### src/rtl/dual_7_seg_decoder.sv
// rtl/dual_7_seg_decoder.sv - two-digit 7-segment readback decoder with stability filter
//
// Recovers the digit codes and the binary score from the tens/ones segment
// buses of the scoreboard encoder. A new pair of patterns must be held for
// STABLE_CYCLES consecutive matching samples before it is committed, so
// glitches and mid-transition patterns never reach the outputs.
//
// Parameters:
//   STABLE_CYCLES  consecutive identical samples required before commit (1..255)
//
// Ports:
//   clk_i        clock
//   rst_i        asynchronous active-high reset
//   seg_tens_i   tens segments {g,f,e,d,c,b,a}, 1 = lit
//   seg_ones_i   ones segments, same mapping
//   tens_o       committed tens code (0-9, 10 blank, 11 'P', 12 dash, 15 unknown)
//   ones_o       committed ones code
//   value_o      tens_o*10 + ones_o when num_valid_o, else 0
//   num_valid_o  both committed codes are decimal digits
//   err_o        at least one committed digit was not recognised
//   valid_o      one-cycle pulse when a commit changes the reading
module dual_7_seg_decoder #(
    parameter int STABLE_CYCLES = 4
) (
    input  logic       clk_i,
    input  logic       rst_i,
    input  logic [6:0] seg_tens_i,
    input  logic [6:0] seg_ones_i,
    output logic [3:0] tens_o,
    output logic [3:0] ones_o,
    output logic [6:0] value_o,
    output logic       num_valid_o,
    output logic       err_o,
    output logic       valid_o
);

    localparam int CNT_W = $clog2(STABLE_CYCLES + 1);
    localparam logic [CNT_W-1:0] CNT_MAX    = CNT_W'(STABLE_CYCLES);
    localparam logic [CNT_W-1:0] CNT_COMMIT = CNT_W'(STABLE_CYCLES - 1);

    localparam logic [3:0] CODE_BLANK   = 4'd10;
    localparam logic [3:0] CODE_P       = 4'd11;
    localparam logic [3:0] CODE_DASH    = 4'd12;
    localparam logic [3:0] CODE_UNKNOWN = 4'd15;

    // Returns {unknown_flag, code} for one digit's segment pattern.
    function automatic logic [4:0] decode_digit(input logic [6:0] seg);
        logic [4:0] r;
        case (seg)
            7'b0111111: r = {1'b0, 4'd0};
            7'b0000110: r = {1'b0, 4'd1};
            7'b1011011: r = {1'b0, 4'd2};
            7'b1001111: r = {1'b0, 4'd3};
            7'b1100110: r = {1'b0, 4'd4};
            7'b1101101: r = {1'b0, 4'd5};
            7'b1111101: r = {1'b0, 4'd6};
            7'b0000111: r = {1'b0, 4'd7};
            7'b1111111: r = {1'b0, 4'd8};
            7'b1101111: r = {1'b0, 4'd9};
            7'b0000000: r = {1'b0, CODE_BLANK};
            7'b1110011: r = {1'b0, CODE_P};
            7'b1000000: r = {1'b0, CODE_DASH};
            default:    r = {1'b1, CODE_UNKNOWN};
        endcase
        return r;
    endfunction

    // Filter state
    logic [13:0]      samp_q;
    logic [CNT_W-1:0] cnt_q;
    logic             first_q;

    // Candidate reading decoded straight from the live inputs; only ever
    // used on a commit edge, never driven to the outputs combinationally.
    logic [13:0] cur_bus;
    logic        match;
    logic        commit;
    logic [4:0]  dec_tens;
    logic [4:0]  dec_ones;
    logic        new_err;
    logic        new_num_valid;
    logic [6:0]  new_value;
    logic        reading_changed;

    assign cur_bus = {seg_tens_i, seg_ones_i};
    assign match   = (cur_bus == samp_q);

    // Fires only on the edge where the counter would reach STABLE_CYCLES,
    // so a long stable run commits exactly once and the saturated counter
    // keeps it from recommitting.
    assign commit  = match && (cnt_q == CNT_COMMIT);

    assign dec_tens = decode_digit(seg_tens_i);
    assign dec_ones = decode_digit(seg_ones_i);

    assign new_err       = dec_tens[4] | dec_ones[4];
    assign new_num_valid = (dec_tens[3:0] <= 4'd9) && (dec_ones[3:0] <= 4'd9);

    always_comb begin
        new_value = 7'd0;
        if (new_num_valid) begin
            new_value = 7'(dec_tens[3:0]) * 7'd10 + 7'(dec_ones[3:0]);
        end
    end

    // value_o and num_valid_o are functions of the codes, so comparing the
    // codes and the error flag is enough to detect a changed reading.
    assign reading_changed = ({dec_tens[3:0], dec_ones[3:0], new_err}
                              != {tens_o, ones_o, err_o});

    always_ff @(posedge clk_i or posedge rst_i) begin
        if (rst_i) begin
            samp_q      <= 14'h0000;
            cnt_q       <= '0;
            first_q     <= 1'b1;
            tens_o      <= 4'd0;
            ones_o      <= 4'd0;
            value_o     <= 7'd0;
            num_valid_o <= 1'b0;
            err_o       <= 1'b0;
            valid_o     <= 1'b0;
        end else begin
            samp_q <= cur_bus;

            if (!match) begin
                cnt_q <= '0;
            end else if (cnt_q != CNT_MAX) begin
                cnt_q <= cnt_q + CNT_W'(1);
            end

            valid_o <= 1'b0;

            if (commit) begin
                tens_o      <= dec_tens[3:0];
                ones_o      <= dec_ones[3:0];
                err_o       <= new_err;
                num_valid_o <= new_num_valid;
                value_o     <= new_value;
                valid_o     <= first_q || reading_changed;
                first_q     <= 1'b0;
            end
        end
    end

endmodule

### config.mk
export PLATFORM = sky130hd
export DESIGN_NAME = dual_7_seg_decoder
export DESIGN_NICKNAME = d
export VERILOG_FILES = /design/src/rtl/dual_7_seg_decoder.sv
export SDC_FILE = /design/constraint.sdc
export NUM_CORES = 1
export LEC_CHECK = 0
export CAP_MARGIN = 10
export CORE_UTILIZATION = 51
export CTS_BUF_LIST = sky130_fd_sc_hd__clkbuf_2
export DETAILED_ROUTE_END_ITERATION = 6
export GPL_ROUTABILITY_DRIVEN = 0
export GPL_TIMING_DRIVEN = 0
export PLACE_DENSITY = 0.89
export SYNTH_ARGS = -nofsm -noshare
export SYNTH_HDL_FRONTEND = slang
export SYNTH_SLANG_ARGS = --single-unit
### constraint.sdc
create_clock -name clk_i -period 1.9 [get_ports clk_i]
set_input_delay 0.475 -clock clk_i [delete_from_list [all_inputs] [get_ports clk_i]]
set_output_delay 0.475 -clock clk_i [all_outputs]
set_load 0.05 [all_outputs]
==> results.yml, run 1 <==
outcome:
  run_status: "finished, violations left"
  violations: "setup timing"
synthesis:
  syn_area_per_cell_um2: 9.586
  synthFlopType: "dfrtp_1"
  synth.mux.area_fraction_pct: 3.737
  synth_cell_types: 57
  synth_compound_area_share_pct: 15.05
  synth_seq_cells: 36
  synth-xor-area-share_pct: 11.05
  synth_top_family_by_area: "simple AND/OR/NAND/NOR gates"
  synthTopCellsByArea: "dfrtp_1, xnor2_1, ha_1, xor2_1, nand2_1"
  syn-num-nets: 275
  synth-edff-count: 0
  synth_area_mm2: 0.002377
  yosys_warnings: 0
  yosysSeqAreaShare_pct: 37.95
  synth_common_cells: "dfrtp_1, nand2_1, xnor2_1"
  yosys.cell_count.top_type: "dfrtp_1"
  synth-async-reset-ratio_pct: 100.0
  yosys.area.top_type_share_pct: 36.84
  syn_inst: 248
  synth-simple-area-share_pct: 20.68
  synth_fa_ha_area_share_pct: 6.421
  yosysTopAreaCell: "dfrtp_1"
critical_path:
  end_kind: "flop"
  cpMostUsedCell: "buf_4"
  worstPathArrival_ns: 3.40
  r2r_cells: 7
  cpPeakStageDelay_ns: 0.43
  reg2reg_from: "samp_q[2]"
  worst_path_max_delay_cell: "fa_2"
  crit_required_ns: 2.25
  reg2reg_slack_ns: -0.22
  path_cells: "buf_2 -> clkbuf_8 -> buf_4 -> buf_4 -> and3_2 -> mux2i_1 -> nor2_1 -> a21oi_1 -> o211ai_1 -> buf_4 -> ha_4 -> fa_2 -> a21oi_2 -> nor2b_1 -> xnor2_2 -> o31ai_1"
  path_class: "primary input to flop"
  cp-start-kind: "primary input"
  worstPathMaxFanout: 5
  worstReg2RegEnd: "value_o[3]"
power:
  switchingPower_w: 0.0006403
  power.density_mw_per_mm2: 514.4
  power.share.clock_pct: 28.3
  power.total_w: 0.001947
  seq_power_share_pct: 40.6
  p_int_w: 0.001307
  swShare_pct: 32.89
  irDropWorstVdd_mv: 0.5393
  power.leakage_nw: 1.697
  p_comb_share_pct: 31.1
cells_and_area:
  design_area_mm2: 0.003785
  layout.nets: 371
  post-route-util_pct: 85.74
  layout-drive-gt1-share_pct: 47.83
  fillerInstances: 219
  synthToLayoutAreaGrowth_pct: 59.21
  num_antenna_cells: 0
  ff_latch_area_um2: 902.1
  multi_input_area_mm2: 0.001765
sta:
  worst_pin_slew_ns: 0.5819
  fin_hold_ws_ns: 0.1257
  layout_worst_path_cycle_share_pct: 160.7
  finalClockSkew_ns: 0.009858
  finalMaxSlewViolations: 0
  hold_viol: 0
  fmax_mhz: 327.5
  setup_viol: 20
  setup_ws_ns: -1.154
  rsz0062_at_grt: "yes"
  fin_crit_ns: 3.054
  relSlewSlack_pct: 61.16
global_route:
  grt_max_degree: 25
  antenna_found_initial: 0
  grt_overflow: 0
  grt_first_pass_wirelength_mm: 12.24
  grt_pass1_vias: 2481
  groute.usage.overall_pct: 32.40
worst_hold_path:
  holdPathStages: 1
  worst_hold_path_type: "primary input to flop"
  min_from: "seg_tens_i[6]"
  hold-path-endpoint: "samp_q[13]"
die:
  die_h_um: 70.28
  core_region_area_mm2: 0.004414
  io_pins: 34
  start_util_pct: 53.85
  die_w_um: 70.28
  die_area_mm2: 0.004939
  row_count: 24
placement:
  portBuffers: 33
  dp_slack_ns: -2.192
  placed_area_mm2: 0.002917
  hpwl_mm: 3.767
clock_network:
  numCtsBuffers: 5
  cts.sinks: 36
  clk_path_buf_depth: 2
  htreeDepth: 2
  cts_tree: "built"
  worst_skew_pair.late_latency_ns: 0.44
  cts.reportedPaths.clkPinSlew_ns: 0.22
  cts_root_buffer: "clkbuf_2"
routing:
  firstDrtPassIters: 5
  wl_per_cell_um: 22.90
  routed_wl_mm: 9.093
  routed_via_density: 6.491
  dr_total_vias: 2577
  drc_errors: 0
  drtIter0Drc: 241
  final_antenna_net_count: 0
flow_run:
  max_cap_violations: 0
## kinds of logic (layout without fill, tap and decap cells)
group                      after synthesis  after routing
AOI/OAI and AO/OA                       51             51
xor gates and xnor gates                30             30
adders and majority gates               11             11
buffers and inverters                   25            122
DFF                                     36             36
muxes                                    8              8
and+or+nand+nor                         87             87
## metal layers
metal | vias to the layer above | routed length (um) | GRT usage [%]
met5 | - | 0 | 0
met4 | 0 | 602 | 16.22
met3 | 75 | 701 | 6.926
met2 | 209 | 4495 | 56.83
met1 | 1218 | 3293 | 36.87
li1 | 1075 | - | -
## how the worst max path moves through the flow
| stage | from | to | depth (start not counted) |
|---|---|---|---|
| 2_1_floorplan | seg_tens_i[6] | value_o[6] | 14 |
| 3_3_place_gp | seg_tens_i[1] | value_o[6] | 15 |
| 3_5_place_dp | seg_tens_i[2] | value_o[6] | 15 |
| 4_1_cts | seg_tens_i[6] | value_o[6] | 15 |
| 5_1_grt | seg_tens_i[5] | value_o[6] | 17 |
| 6_report | seg_tens_i[5] | value_o[5] | 16 |
## critical path: cells and delay by family
family                     cells  cell delay (ns)
and+or+nand+nor                3             0.37
AOI/OAI and AO/OA              4             0.91
xor gates and xnor gates       1             0.16
adders and majority gates      2             0.59
buffers and inverters          5             0.75
muxes                          1             0.15
## placed cells by master (no fill, tap or decap), types with 3 or more instances in the layout
master	instances
xnor2_1	17
ha_4	6
or4b_4	3
a21oi_1	5
buf_8	3
o31ai_1	5
nand4_1	6
dfrtp_1	35
xor2_1	10
buf_4	45
buf_2	4
inv_1	7
clkbuf_8	5
and2_1	3
nand2_2	3
nand3_4	3
o21ai_0	5
nor3_1	8
dlygate4sd2_1	14
buf_6	22
nor4_1	3
nor2_1	8
nand2_1	18
mux2_2	7
and3b_1	3
clkdlybuf4s15_1	3
nand3_1	4
ha_1	3
o21ai_2	6
a21oi_4	3
clkbuf_2	12
## flip-flops by register name, summed over array words and instances (netlist names)
signal       flops
tens_o           4
value_o          7
num_valid_o      1
cnt_q            3
err_o            1
ones_o           4
valid_o          1
samp_q          14
first_q          1
## final cells by class
| class | count | share of cell area (%) |
|---|---|---|
| clock buffers | 5 | 0.6612 |
| inverters | 9 | 0.9587 |
| repair buffers | 92 | 20.73 |
| flip-flops and latches | 36 | 23.83 |
| multi-input cells | 187 | 46.64 |
| plain buffers | 13 | 4.231 |
| clock inverters | 3 | 1.223 |
| well taps | 52 | 1.719 |
## metrics by stage
step / setup TNS, ns / instances
finish: -7.770 / 397
global route: -9.153 / 397
CTS: -6.271 / 389
detailed placement: -24.35 / 334
global placement: -27.96 / 333
floorplan: -7.959 / 248
## power groups by stage
stage                     Sequential, W  Combinational (W)  Clock, W
after detailed placement       0.000802           0.000349         0
after CTS                      0.000789           0.000449  0.000523
after floorplan                0.000802           0.000256         0
final                          0.000791           0.000605  0.000551
after global routing           0.000792           0.000636  0.000582
after global placement         0.000802           0.000333         0
## what timing repair did
action                     4_1_cts  5_1_grt
buffers inserted                48       16
setup endpoints to repair       39       30
gates resized for setup        118       66
pin swaps                       38       39
hold buffers                     0        0
(Power assumes the default switching activity.)
==> run 2: changes to the inputs <==
--- a/config.mk
+++ b/config.mk
@@ -12,6 +12,7 @@
 export GPL_ROUTABILITY_DRIVEN = 0
 export GPL_TIMING_DRIVEN = 0
 export PLACE_DENSITY = 0.89
+export REMOVE_ABC_BUFFERS = 1
 export SYNTH_ARGS = -nofsm -noshare
 export SYNTH_HDL_FRONTEND = slang
 export SYNTH_SLANG_ARGS = --single-unit
==> run 2 against run 1 <==
Effect of this change:
- the flow still finishes with violations (setup timing)
- power decreased by 19%
- clock power fell by 39%
- combinational power shrank 24%
- critical endpoint is now value_o[6]
==> results.yml, run 2 (synthesis results as in run 1) <==
outcome:
  run_status: "finished, violations left"
  violations: "setup timing"
global_route:
  grt_overflow: 0
  grt_first_pass_wirelength_mm: 10.32
  antenna_found_initial: 0
  grt_pass1_vias: 2105
  grt_max_degree: 24
  groute.usage.overall_pct: 26.77
critical_path:
  worstPathArrival_ns: 3.47
  worstReg2RegEnd: "value_o[1]"
  worstPathMaxFanout: 3
  cp-start-kind: "primary input"
  crit_start: "seg_tens_i[4]"
  end_kind: "flop"
  critical_path.endpoint: "value_o[6]"
  r2r_cells: 8
  reg2reg_from: "samp_q[4]"
  reg2reg_slack_ns: -0.08
  crit_required_ns: 2.22
  path_class: "primary input to flop"
die:
  core_region_area_mm2: 0.004414
  row_count: 24
  die_w_um: 70.28
  die_h_um: 70.28
  die_area_mm2: 0.004939
  start_util_pct: 53.85
  io_pins: 34
power:
  power.density_mw_per_mm2: 497.7
  irDropWorstVdd_mv: 0.3194
  power.total_w: 0.001584
  power.leakage_nw: 1.418
routing:
  firstDrtPassIters: 5
  wl_per_cell_um: 20.11
  routed_wl_mm: 7.080
  wl_met2_mm: 3.678
  drtIter0Drc: 145
  final_antenna_net_count: 0
  dr_total_vias: 2231
  drc_errors: 0
  highest_layer: "met4"
  wl_met1_mm: 2.816
  wl_met3_um: 341
  routed_via_density: 6.338
clock_network:
  hold_buffers: 0
  numCtsBuffers: 5
  worst_skew_pair.late_latency_ns: 0.41
  htreeDepth: 2
  cts_root_buffer: "clkbuf_2"
  cts.sinks: 36
  cts.reportedPaths.clkPinSlew_ns: 0.19
  cts_tree: "built"
  clk_path_buf_depth: 2
cells_and_area:
  final_cell_mix: "dfrtp_1, nand2_1, buf_4"
  ff_latch_area_um2: 902.1
  num_antenna_cells: 0
  top_register: "samp_q"
  reg.largest.list: "samp_q (14), value_o (7)"
  final_common_cell: "dfrtp_1"
  fillerInstances: 278
  layout.nets: 327
  synthToLayoutAreaGrowth_pct: 33.89
  multi_input_area_mm2: 0.001613
  layout-drive-gt1-share_pct: 34.33
  largest_register_ffs: 14
sta:
  finalMaxSlewViolations: 0
  fin_crit_ns: 3.151
  setup_ws_ns: -1.251
  rsz0062_at_grt: "yes"
  relSlewSlack_pct: 58.56
  fmax_mhz: 317.4
  finalClockSkew_ns: 0.03117
  tns_ns: -6.056
  layout_worst_path_cycle_share_pct: 165.8
  worst_pin_slew_ns: 0.6208
  setup_viol: 15
  hold_viol: 0
placement:
  hpwl_mm: 3.713
  portBuffers: 33
flow_run:
  max_cap_violations: 0
worst_hold_path:
  worst_hold_path_type: "primary input to flop"
run 2: changes by cell type in the layout (fill, tap and decap cells not counted), moves of 3 or more:
| cell | before | now |
|---|---|---|
| buf_4 | 45 | 19 |
| clkdlybuf4s15_2 | 0 | 3 |
| clkbuf_8 | 5 | 0 |
| o21ai_2 | 6 | 1 |
| clkbuf_2 | 12 | 8 |
| buf_8 | 3 | 0 |
| ha_4 | 6 | 3 |
| a21oi_2 | 1 | 4 |
| a21oi_4 | 3 | 0 |
| o21ai_1 | 0 | 3 |
| buf_6 | 22 | 9 |
run 2: power breakdown:
group | internal (W) | switching, W | total, W | leakage, nW
combinational | 0.000217 | 0.000243 | 0.000459 | 0.927
sequential | 0.000782 | 0.00000721 | 0.000789 | 0.467
clock | 0.0000757 | 0.000260 | 0.000336 | 0.0239
total | 0.00107 | 0.000510 | 0.00158 | 1.42
run 2: cell type report:
type                    count  area share (%)
inverters                   9           1.061
clock buffers               5          0.7862
multi-input cells         189           50.67
clock inverters             2          0.2358
repair buffers             59           16.86
flip-flops and latches     36           28.34
well taps                  52           2.044
run 2: worst min-delay path by stage:
| stage | start | to | slack, ns | depth (start not counted) |
|---|---|---|---|---|
| after floorplan | first_q | first_q | 0.47 | 1 |
| after global placement | num_valid_o | num_valid_o | 0.46 | 2 |
| after detailed placement | value_o[3] | value_o[3] | 0.47 | 2 |
| after CTS | seg_tens_i[6] | samp_q[13] | 0.23 | 1 |
| after global routing | seg_tens_i[0] | samp_q[7] | 0.18 | 1 |
| final | seg_tens_i[2] | samp_q[9] | 0.21 | 1 |
run 2: worst max-delay path, stage by stage:
cell	delay, ns
buf_12	0.10
or4b_4	0.56
o32ai_2	0.25
a21oi_2	0.11
a211oi_4	0.23
inv_1	0.06
ha_1	0.27
ha_2	0.19
fa_1	0.53
nand2_2	0.09
nor2_4	0.10
xnor2_2	0.12
xnor2_1	0.08
o31ai_1	0.29
run 2: routing by layer:
layer / global-route usage [%] / vias to the layer above
li1: - / 992
met1: 32.61 / 1131
met2: 45.19 / 83
met3: 5.916 / 25
met4: 11.78 / 0
met5: 0 / -
run 2: through the flow:
step                      hold slack [ns]  util, %  std cells  instance area, um2  worst slack (ns)
final                              0.2148    72.11        352                3183            -1.251
after global routing               0.1849    72.11        352                3183            -1.349
after CTS                          0.2289    68.28        344                3014            -1.323
after detailed placement           0.4724    61.45        318                2713            -2.674
after global placement             0.4638    60.83        317                2685            -2.529
after floorplan                    0.4737        -        232                2290            -1.441
run 2: repair_timing:
item	in CTS	in global routing
setup endpoints to repair	39	24
buffers inserted	18	9
pin swaps	21	22
cloned	2	0
resized for setup	119	46
==> run 3: changes to the inputs <==
--- a/config.mk
+++ b/config.mk
@@ -6,12 +6,11 @@
 export NUM_CORES = 1
 export LEC_CHECK = 0
 export CAP_MARGIN = 10
-export CORE_UTILIZATION = 51
-export CTS_BUF_LIST = sky130_fd_sc_hd__clkbuf_2
+export CORE_UTILIZATION = 55
 export DETAILED_ROUTE_END_ITERATION = 6
 export GPL_ROUTABILITY_DRIVEN = 0
 export GPL_TIMING_DRIVEN = 0
-export PLACE_DENSITY = 0.89
+export PLACE_DENSITY = 0.91
 export REMOVE_ABC_BUFFERS = 1
 export SYNTH_ARGS = -nofsm -noshare
 export SYNTH_HDL_FRONTEND = slang
==> constraint.sdc (replaced) <==
create_clock -name clk_i -period 3.6 [get_ports clk_i]
set_input_delay 0.9 -clock clk_i [delete_from_list [all_inputs] [get_ports clk_i]]
set_output_delay 0.9 -clock clk_i [all_outputs]
set_load 0.05 [all_outputs]
==> run 3 against run 2 <==
Effect of this change:
- the flow still finishes with violations (setup timing)
- critical path depth did not move
- die area fell by 7.1%
- first-iteration DRC count rose by 10%
- wire length fell by 16%
- clock power fell by 12%
- clock skew fell by 0.027 ns
- sequential share of layout area rose by 1.6 points
==> results.yml, run 3 (synthesis results as in run 1) <==
outcome:
  run_status: "finished, violations left"
  violations: "setup timing"
sta:
  worst_pin_slew_ns: 0.8810
  fin_hold_ws_ns: 0.4813
  rsz0062_at_grt: "yes"
  finalMaxSlewViolations: 0
  fin_crit_ns: 3.682
  fmax_mhz: 271.6
  setup_ws_ns: -0.08194
  finalClockSkew_ns: 0.004529
  setup_viol: 1
  relSlewSlack_pct: 41.12
  hold_viol: 0
  layout_worst_path_cycle_share_pct: 102.3
clock_network:
  cts.sinks: 36
  clk_path_buf_depth: 2
  htreeDepth: 2
  hold_buffers: 0
  cts.reportedPaths.clkPinSlew_ns: 0.07
  numCtsBuffers: 5
  worst_skew_pair.late_latency_ns: 0.29
  cts_tree: "built"
  cts_root_buffer: "clkbuf_8"
placement:
  dp_slack_ns: -1.390
  hpwl_mm: 3.686
  portBuffers: 33
  numPlacedInstances: 316
global_route:
  grt_max_degree: 29
  grt_first_pass_wirelength_mm: 8.990
  groute.usage.overall_pct: 26.73
  met2_usage_pct: 43.81
  grt_util_met3_pct: 4.730
  antenna_found_initial: 0
  grt_pass1_vias: 1886
  top_usage_layer: "met2"
  grt.met1_usage_pct: 34.93
  grt_overflow: 0
critical_path:
  end_kind: "flop"
  cp-start-kind: "primary input"
  worstPathMaxFanout: 5
  crit_required_ns: 3.77
  worstPathArrival_ns: 3.85
  path_class: "primary input to flop"
  r2r_cells: 6
power:
  power.density_mw_per_mm2: 306.6
  irDropWorstVdd_mv: 0.3037
  power.leakage_nw: 1.265
routing:
  final_antenna_net_count: 0
  drtIter0Drc: 160
  wl_per_cell_um: 17.74
  routed_wl_mm: 5.977
  drc_errors: 0
  routed_via_density: 6.169
  firstDrtPassIters: 5
  dr_total_vias: 2079
die:
  start_util_pct: 58.18
  die_h_um: 67.75
  io_pins: 34
  die_w_um: 67.75
  die_area_mm2: 0.004589
  row_count: 23
  core_region_area_mm2: 0.004086
cells_and_area:
  final_common_cell: "dfrtp_1"
  post-route-util_pct: 73.64
  num_antenna_cells: 0
  synthToLayoutAreaGrowth_pct: 26.58
  final_cell_mix: "dfrtp_1, nand2_1, clkdlybuf4s50_1"
  top_register: "samp_q"
  layout-drive-gt1-share_pct: 24.74
  reg.largest.list: "samp_q (14), value_o (7)"
  layout.nets: 313
  largest_register_ffs: 14
  final_cells: 337
flow_run:
  max_cap_violations: 0
worst_hold_path:
  worst_hold_path_type: "flop to flop"
  holdPathStages: 2
==> run 3: final timing paths <==
kind | startpoint | endpoint | slack, ns
setup / recovery | seg_tens_i[3] | value_o[6] | -0.08
hold / removal | value_o[4] | value_o[4] | 0.48
setup reg to reg | samp_q[4] | ones_o[2] | 1.08
hold reg to reg | value_o[4] | value_o[4] | 0.48
max in group asynchronous | rst_i | first_q | 2.06
min in group asynchronous | rst_i | value_o[5] | 0.95
==> run 3: area by class of cell <==
type                    count  area, um2
inverters                   9      33.78
repair buffers             47      439.2
fillers                   259       1077
clock inverters             2      10.01
clock buffers               6      82.58
well taps                  50      62.56
multi-input cells         187       1479
flip-flops and latches     36      902.1
==> run 3: power by group <==
part | leakage, nW | internal, W | total (W) | switching, W
logic | 0.747 | 0.0000954 | 0.000210 | 0.000115
registers | 0.467 | 0.000412 | 0.000416 | 0.00000398
clock network | 0.0510 | 0.000153 | 0.000296 | 0.000143
total | 1.26 | 0.000660 | 0.000923 | 0.000262
==> run 3: metrics by stage <==
stage                     instance area [um2]  total power [W]  setup TNS [ns]
final                                    3009        0.0009226        -0.08194
after global routing                     3009        0.0009630         -0.1495
after CTS                                2948        0.0009062         -0.1971
after detailed placement                 2710        0.0005930          -6.051
after global placement                   2683        0.0005810          -4.115
after floorplan                          2290        0.0005283         -0.1660
==> run 3: metal layers <==
layer  up-vias  wire, um  share of wire, %
met5         -         0                 0
met4         0       224               3.7
met3        33       377               6.3
met2        99      2968                50
met1       978      2407                40
li1        969         -                 -
==> run 3: worst max-delay path, cell delays in order <==
cell and delay [ns]:
buf_12 0.11, or4b_4 0.57, o32ai_4 0.26, a21oi_4 0.07, a211oi_4 0.26, inv_2 0.09, ha_4 0.23, ha_4 0.15
fa_1 0.50, nand2_1 0.08, nor2_2 0.16, xnor2_2 0.14, xnor2_1 0.08, o31ai_1 0.26
==> run 3: timing repair <==
action	CTS	global route
cloned	0	0
setup endpoints to repair	5	2
pin swaps	14	17
resized for setup	61	29
buffers inserted	9	4
